--- src/rtl/i2c_pkg.sv ---
// Shared types and framing constants for the I2C write master.
package i2c_pkg;

  typedef enum logic [2:0] {IDLE, START, BIT, ACK, STOP, FIN} state_t;

  typedef logic [1:0] quarter_t;

  localparam int START_Q         = 2;
  localparam int BIT_Q           = 4;
  localparam int ACK_Q           = 4;
  localparam int STOP_Q          = 3;
  localparam int BYTES_PER_FRAME = 3;
  localparam int BITS_PER_BYTE   = 8;
  localparam int DIV_W           = 10;

  function automatic logic last_quarter(input quarter_t q, input int n_quarters);
    return q == quarter_t'(n_quarters - 1);
  endfunction

endpackage

--- src/rtl/i2c_quarter_tick.sv ---
// Quarter-period divider: ticks on the last enabled cycle of each quarter.
module i2c_quarter_tick
  import i2c_pkg::*;
#(
  parameter int CLK_DIV = 125
) (
  input  logic i_clk,
  input  logic i_rst,
  input  logic i_en,
  input  logic i_clear,
  output logic o_tick
);

  logic [DIV_W-1:0] r_cnt;
  logic             w_last;

  assign w_last = (r_cnt == DIV_W'(CLK_DIV - 1));
  assign o_tick = i_en & w_last;

  always_ff @(posedge i_clk) begin
    if (i_rst || i_clear) begin
      r_cnt <= '0;
    end else if (i_en) begin
      r_cnt <= w_last ? '0 : r_cnt + 1'b1;
    end
  end

endmodule

--- src/rtl/i2c_write_master.sv ---
// Single-frame I2C write engine: START, address+W, two data bytes, STOP.
// All pad and handshake outputs are registered from next-state logic.
module i2c_write_master
  import i2c_pkg::*;
#(
  parameter logic [6:0] DEV_ADDR = 7'h1A,
  parameter int         CLK_DIV  = 125
) (
  input  logic        clk_i2c,
  input  logic        rst_i,
  input  logic        en_i,
  input  logic        start_i,
  input  logic [15:0] data_i,
  output logic        busy_o,
  output logic        done_o,
  output logic        nack_o,
  output logic        scl_o,
  output logic        sda_oe_o,
  input  logic        sda_i
);

  state_t      r_state, w_state;
  quarter_t    r_q, w_q;
  logic [2:0]  r_bit, w_bit;
  logic [1:0]  r_byte, w_byte;
  logic [23:0] r_shift, w_shift;
  logic        r_nack_flag, w_nack_flag;
  logic        r_busy, w_busy;
  logic        r_done, w_done;
  logic        r_nack, w_nack;
  logic        r_scl, w_scl;
  logic        r_sda_oe, w_sda_oe;
  logic        w_clear;
  logic        w_tick;

  i2c_quarter_tick #(.CLK_DIV(CLK_DIV)) u_tick (
    .i_clk   (clk_i2c),
    .i_rst   (rst_i),
    .i_en    (en_i),
    .i_clear (w_clear),
    .o_tick  (w_tick)
  );

  always_ff @(posedge clk_i2c) begin
    if (rst_i) begin
      r_state     <= IDLE;
      r_q         <= '0;
      r_bit       <= '0;
      r_byte      <= '0;
      r_shift     <= '0;
      r_nack_flag <= 1'b0;
      r_busy      <= 1'b0;
      r_done      <= 1'b0;
      r_nack      <= 1'b0;
      r_scl       <= 1'b1;
      r_sda_oe    <= 1'b0;
    end else begin
      r_state     <= w_state;
      r_q         <= w_q;
      r_bit       <= w_bit;
      r_byte      <= w_byte;
      r_shift     <= w_shift;
      r_nack_flag <= w_nack_flag;
      r_busy      <= w_busy;
      r_done      <= w_done;
      r_nack      <= w_nack;
      r_scl       <= w_scl;
      r_sda_oe    <= w_sda_oe;
    end
  end

  // Pad levels are set on the edge that enters each quarter, so every
  // branch below programs the levels of the quarter being entered.
  always_comb begin
    w_state     = r_state;
    w_q         = r_q;
    w_bit       = r_bit;
    w_byte      = r_byte;
    w_shift     = r_shift;
    w_nack_flag = r_nack_flag;
    w_busy      = r_busy;
    w_done      = 1'b0;
    w_nack      = 1'b0;
    w_scl       = r_scl;
    w_sda_oe    = r_sda_oe;
    w_clear     = 1'b0;

    unique case (r_state)
      IDLE: begin
        if (en_i && start_i) begin
          w_state     = START;
          w_q         = '0;
          w_bit       = '0;
          w_byte      = '0;
          w_shift     = {DEV_ADDR, 1'b0, data_i};
          w_nack_flag = 1'b0;
          w_busy      = 1'b1;
          w_scl       = 1'b1;
          w_sda_oe    = 1'b0;
          w_clear     = 1'b1;
        end
      end
      START: begin
        if (w_tick) begin
          if (last_quarter(r_q, START_Q)) begin
            w_state  = BIT;
            w_q      = '0;
            w_scl    = 1'b0;
            w_sda_oe = ~r_shift[23];
          end else begin
            w_q      = r_q + 1'b1;
            w_sda_oe = 1'b1;
          end
        end
      end
      BIT: begin
        if (w_tick) begin
          w_q = r_q + 1'b1;
          if (r_q == 2'd0) begin
            w_scl = 1'b1;
          end else if (r_q == 2'd2) begin
            w_scl = 1'b0;
          end else if (last_quarter(r_q, BIT_Q)) begin
            w_q     = '0;
            w_shift = {r_shift[22:0], 1'b0};
            if (r_bit == 3'(BITS_PER_BYTE - 1)) begin
              w_state  = ACK;
              w_bit    = '0;
              w_sda_oe = 1'b0;
            end else begin
              w_bit    = r_bit + 1'b1;
              w_sda_oe = ~r_shift[22];
            end
          end
        end
      end
      ACK: begin
        if (w_tick) begin
          w_q = r_q + 1'b1;
          if (r_q == 2'd0) begin
            w_scl = 1'b1;
          end else if (r_q == 2'd2) begin
            w_scl       = 1'b0;
            w_nack_flag = sda_i;
          end else if (last_quarter(r_q, ACK_Q)) begin
            w_q = '0;
            if (r_nack_flag || r_byte == 2'(BYTES_PER_FRAME - 1)) begin
              w_state  = STOP;
              w_scl    = 1'b0;
              w_sda_oe = 1'b1;
            end else begin
              w_state  = BIT;
              w_byte   = r_byte + 1'b1;
              w_sda_oe = ~r_shift[23];
            end
          end
        end
      end
      STOP: begin
        if (w_tick) begin
          w_q = r_q + 1'b1;
          if (r_q == 2'd0) begin
            w_scl = 1'b1;
          end else if (r_q == 2'd1) begin
            w_sda_oe = 1'b0;
          end else if (last_quarter(r_q, STOP_Q)) begin
            w_state = FIN;
            w_q     = '0;
            if (r_nack_flag) begin
              w_busy = 1'b0;
              w_nack = 1'b1;
            end else begin
              w_done = 1'b1;
            end
          end
        end
      end
      FIN: begin
        if (en_i) begin
          w_state = IDLE;
          w_busy  = 1'b0;
        end
      end
      default: begin
        w_state = IDLE;
      end
    endcase
  end

  assign busy_o   = r_busy;
  assign done_o   = r_done;
  assign nack_o   = r_nack;
  assign scl_o    = r_scl;
  assign sda_oe_o = r_sda_oe;

endmodule

--- config.mk ---
export PLATFORM = sky130hd
export DESIGN_NAME = i2c_write_master
export DESIGN_NICKNAME = d
export VERILOG_FILES = /design/src/rtl/i2c_pkg.sv /design/src/rtl/i2c_quarter_tick.sv /design/src/rtl/i2c_write_master.sv
export SDC_FILE = /design/constraint.sdc
export NUM_CORES = 1
export LEC_CHECK = 0
export ABC_AREA = 1
export BUFFER_PORTS_ARGS = -buffer_cell sky130_fd_sc_hd__buf_4
export CORE_ASPECT_RATIO = 1.5
export CORE_MARGIN = 5
export CORE_UTILIZATION = 60
export CTS_BUF_LIST = sky130_fd_sc_hd__clkbuf_16
export CTS_CLUSTER_SIZE = 40
export DETAILED_ROUTE_END_ITERATION = 8
export GPL_TIMING_DRIVEN = 0
export PLACE_DENSITY = 0.78
export SYNTH_ARGS = -nofsm -noshare
export SYNTH_HDL_FRONTEND = slang
export SYNTH_HIERARCHICAL = 1
export SYNTH_SLANG_ARGS = --single-unit
--- constraint.sdc ---
create_clock -name clk_i2c -period 2 [get_ports clk_i2c]
set_input_delay 0.4 -clock clk_i2c [delete_from_list [all_inputs] [get_ports clk_i2c]]
set_output_delay 0.4 -clock clk_i2c [all_outputs]
set_load 0.02 [all_outputs]
After elaboration in Yosys (flattened, before gate mapping)
Cells that the tools add are included.

word-level totals
  bits of input ports = 21
  output and inout bits = 5
  logic and storage cells = 175
  bits in registers = 50

operators by class
  reduce and logical (&&, ||, !) cells = 20
  equal/unequal tests = 37
  add/subtract/negate cells = 4
  multiplexer cells = 96
  bitwise logic cells = 6

operators with widths
  kind                   count
  $mux 24                5
  $mux 3                 24
  $pmux 24 s2            1
  $mux 1                 41
  $ne 2x2->1 const B     18
  $mux 2                 16
  $pmux 3 s6             1
  $reduce_and 17->1      1
  $reduce_and 14->1      1
  $reduce_and 11->1      1
  $add 10x1->10 const B  1
  $eq 10x7->1 const B    1
  $mux 10                1
  $ne 2x1->1 const B     5
  $pmux 1 s5             2
  $reduce_and 5->1       2
  $eq 3x3->1 const B     3
  $ne 4x4->1 const B     2
  $pmux 2 s4             1
  $reduce_and 8->1       1
  $reduce_and 7->1       1
  $eq 2x2->1 const B     3
  $eq 3x2->1 const B     2
  $pmux 3 s2             1
  21 further kinds       28

Depth between registers and ports, before layout
  depth in word-level cells = 8
  gate-level depth with buffers = 14
  gate-level depth less buffers = 13

Cells and area by module
Netlist, hierarchy kept.

modules (own cells, without submodules)
  module            times used  area each (µm²)  cells an instance
  i2c_write_master  1           2,443.6          372
  i2c_quarter_tick  1           544.3            84

Worst setup path before layout
No wires, ideal clock.

  path kind = reg-to-reg
  from = reg r_q[0]
  to = reg r_shift[18]
  path buffers = 2
  setup slack = 0.400 ns
  cell stages (with the launch flop) = 11
  arrival = 1.482 ns
  library setup time = 0.118 ns
  cells stage by stage = dfxtp_1 > inv_1 > ha_1 > nand2_1 > nand3_1 > nor2_2 > nand2_2 > buf_6 > buf_6 > nor3_1 > nor2_1

on the way
  word-level cells in the longest chain between the ends = 3
  elaborated cells between the ends (all ways) = 7

RTL lines
  what                                 RTL line                 RTL
  start, declared                      i2c_write_master.sv:23   quarter_t r_q, w_q;
  start signal, assigned               i2c_write_master.sv:59   r_q <= w_q;
  $eq 2x2->1 (tied with other cells)   i2c_write_master.sv:121  end else if (r_q == 2'd2) begin
  $ne 2x2->1 (no source line)          -
  $reduce_and 6->1 (no source line) *  -
  end signal, assigned                 i2c_write_master.sv:62   r_shift <= w_shift;
  end, declared                        i2c_write_master.sv:26   logic [23:0] r_shift, w_shift;

Every way passes the cells marked *; elsewhere a longest branch is shown, timed or not.
A chain may end at the register's enable or synchronous reset.

Worst setup path after layout
  from = reg u_tick.r_cnt[0]
  to = reg r_shift[20]

on the way
  word-level cells in the longest chain between the ends = 4

RTL lines
  what                               RTL line                RTL
  start, declared                    i2c_quarter_tick.sv:14  logic [DIV_W-1:0] r_cnt;
  start signal, assigned             i2c_quarter_tick.sv:24  r_cnt <= w_last ? '0 : r_cnt + 1'b1;
  $eq 10x7->1                        i2c_quarter_tick.sv:17  assign w_last = (r_cnt == DIV_W'(CLK_DIV - 1));
  $and 1x1->1                        i2c_quarter_tick.sv:18  assign o_tick = i_en & w_last;
  net w_tick                         i2c_write_master.sv:34  logic w_tick;
  $ne 2x1->1 (no source line)        -
  $reduce_and 6->1 (no source line)  -

The timed path passes the listed nets, and every way through them passes these cells.

==> impl_results.md <==
- Largest net degree at the start of global routing: 17
- Cell variety after synth: 31
- Top-count cell post-synth: nand2_1
- DRT Pass-1 Iters: 5
- Mapped Nets: between 400 and 500
- #FFs+latches synth: 50
- Root Buffer: clkbuf_16
- Slew @ Worst Pin: between 500 and 600 ps
- First-pass GRT wire length: 12100 um
- Clk buf depth: 2
- Clock share of power: roughly 17%
- CTS Hold Bufs: 0
- Clock Latency Late Sink: 290 ps
- Clk slew on worst S/H paths: 70 ps
- Arr. time, crit path: between 2000 and 2500 ps
- DP HPWL: roughly 5400 um
- Tcrit/Tclk final: about 93%
- Avg WL per Cell: between 10 and 15 um
- Warnings from Yosys: 6
- Final Hold Violating Endpoints: 0
- Min Tclk post-route: about 1900 ps
- Final-stage net count: approximately 520
- Cells after DPL: about 550
- Core ar.: between 4000 and 5000 sq um
- RSZ-0062 raised after global routing: false
- Die area: 6520 sq um
- XOR/XNOR Fraction of Synth Area: less than 1%
- Hold WC Path Type: in2reg
- Largest cells by area after synthesis: dfxtp_1 34%, nand2_1 17%, nor2_1 11%, ha_1 5.0%, o21ai_0 4.7%
- Setup TNS: 0 ps
- Post-DRT Antenna Nets: 0
- Cells after Synth: ~460
- Peak supply drop: 0.910 mV
- Switching share of power: between 40% and 50%
- I/O pins: 26
- FF-to-FF path depth: 13
- Synth top cells by count: 138 x nand2_1, 91 x nor2_1, 50 x dfxtp_1
- R2R setup slack: 140 ps
- Crit. End Element: flop
- N_diodes: 0
- Die W: between 60 and 70 um
- Finished Layout Cells: between 500 and 600
- Vias per cell: about 5.3
- Fillers: 444
- Post-Synth Adder-Cell Area: 5.03%
- Pint: 3.11 mW
- CTS tree: yes
- Share of layout cells above drive strength 1: between 10% and 20%
- Leakage power: 1.62 nW
- Iter 0 DRT Violations: approximately 140
- Crit Path Max Fanout: 10
- EDFF count, synth: 0
- Synth Area in Simple Gates: about two fifths
- Mapped Avg Cell Area: 6.55 sq um
- Drt total wl: between 7000 and 8000 um
- Std-Cell Rows: 31
- Final setup viols: 0
- Area leader, netlist: dfxtp_1
- Startpoint types: flop
- DRC violations left: 0
- Pre-CTS setup slack: between 100 and 150 ps
- Compound-Gate Fraction of Synth Area: 9.80%
- Net Sw Power: 2.65 mW
- GPL Wtd Cong: roughly 0.95
- Main flop type after synthesis: dfxtp_1
- Post-synthesis mux area share: 0%
- Worst Hold Path Cells: 2
- Final Util: a little under three quarters
- Post-synthesis to final-layout area growth: 15.1%
- Inserted Clock Buffers: 5
- Largest family of logic cells by synthesized area: simple AND/OR/NAND/NOR gates
- Outcome: finished, final reports clean
- Max_slew headroom: just over 60%
- Sequential power share: around a quarter
- Sequential-to-total area share from yosys stat: between 30% and 40%
- H-tree depth: 2
- Die Ht: between 90 and 100 um
- Post-synth top area share: roughly a third
- Synth async-reset ratio: 0%
- Port Buf Inserts: 25
- Cell area after synthesis: 2990 sq um
- Post-CTS setup buffer count: 0
- Worst Path Required: ~2200 ps
- Via count: slightly below 3000
- Gr ovfl total: 0
- All-Layer GR Usage: 23.8%
- Initial antenna violation count: 0
- Pwr dens: 1670 nW/um^2
- CTS sink count: 50
- Max_cap viols: 0
- Logic gate share of total power: 57.1%
- Number of global-route vias before repair: 2748
- Setup ws final: 139 ps
- CP Class: reg2reg
- Clock skew: approximately 4.1 ps
- Achievable frequency: between 500 and 600 MHz
- Initial Util: between 60% and 70%
- Max-slew violations: 0
[per-stage QoR]
step | cell area, sq um | power (mW) | hold slack, ps
2_1_floorplan | 2990 | 4.04 | 426
3_3_place_gp | 3260 | 4.67 | 444
3_5_place_dp | 3260 | 4.74 | 462
4_1_cts | 3430 | 5.73 | 296
5_1_grt | 3440 | 6.27 | 299
6_report | 3440 | 5.76 | 292
[kinds of logic (layout without fill, tap and decap cells)]
kind of cell	Yosys count	after routing
buffers and inverters	55	88
AO/OA/AOI/OAI	54	54
XOR/XNOR	3	3
flip-flops	50	50
adder cells (fa/ha/maj)	12	12
AND/OR/NAND/NOR	282	282
[worst max-delay path, stage by stage (launching register included)]
cell and delay, ps:
dfxtp_1 390, inv_1 80, ha_1 200, nand2_1 60, nor2_1 40, nand3_1 90, inv_1 90, o21ai_2 140
inv_2 70, nand2_2 100, inv_4 60, buf_4 170, o21ai_0 190, nor2_1 60
[repair_timing]
item / CTS / global route
resized for setup: 0 / 5
endpoints found under the setup margin: 0 / 4
endpoints found under the hold margin: 0 / 0
[power by group through the flow]
stage | combinational, mW | sequential (mW) | clock (mW)
3_3_place_gp | 3.15 | 1.52 | 0
5_1_grt | 3.70 | 1.55 | 1.02
6_report | 3.29 | 1.51 | 0.955
3_5_place_dp | 3.21 | 1.53 | 0
4_1_cts | 3.25 | 1.51 | 0.977
2_1_floorplan | 2.53 | 1.51 | 0
[layout by cell type (no fill, tap or decap), drive strengths merged]
cell,n
nand2,143
nor2,99
dfxtp,50
inv,41
o21ai,39
buf,37
nand3,30
a21oi,12
ha,12
clkbuf,8
nor3,5
nand4,5
o21bai,2
xnor2,2
o211ai,1
bufinv,1
clkinv,1
xor2,1
[metal layers]
| metal | global-route usage (%) | vias to the layer above | share of wire (%) |
|---|---|---|---|
| li1 | - | 1492 | - |
| met1 | 24.9 | 1357 | 39 |
| met2 | 46.2 | 78 | 55 |
| met3 | 3.47 | 19 | 3.4 |
| met4 | 8.97 | 0 | 2.5 |
| met5 | 0 | - | 0 |
[state kept, by name, indices dropped and copies added (netlist names)]
| register | flops |
|---|---|
| scl_o | 1 |
| done_o | 1 |
| sda_oe_o | 1 |
| r_byte | 2 |
| busy_o | 1 |
| r_shift | 24 |
| r_q | 2 |
| u_tick/r_cnt | 10 |
| r_bit | 3 |
| r_state | 3 |
| nack_o | 1 |
| r_nack_flag | 1 |
[worst paths after layout]
check / startpoint / to
max: u_tick/r_cnt[0]$_SDFFE_PP0P_ / r_shift[20]$_SDFFE_PP0P_
min: rst_i / r_q[0]$_SDFFE_PP0P_
max reg2reg: u_tick/r_cnt[0]$_SDFFE_PP0P_ / r_shift[20]$_SDFFE_PP0P_
min reg2reg: scl_o$_SDFFE_PP1P_ / scl_o$_SDFFE_PP1P_
[area by class of cell]
type                    instances  area (sq um)  share of cell area [%]
clock inverters                 3          43.8                    1.27
multi-input cells             351          1720                    50.0
repair buffers                 25           188                    5.46
plain buffers                  15           120                    3.49
flip-flops and latches         50          1000                    29.1
inverters                      40           158                    4.59
well taps                      66          82.6                    2.40
clock buffers                   5           125                    3.64
Note: power is estimated with default switching activity, not from simulation.
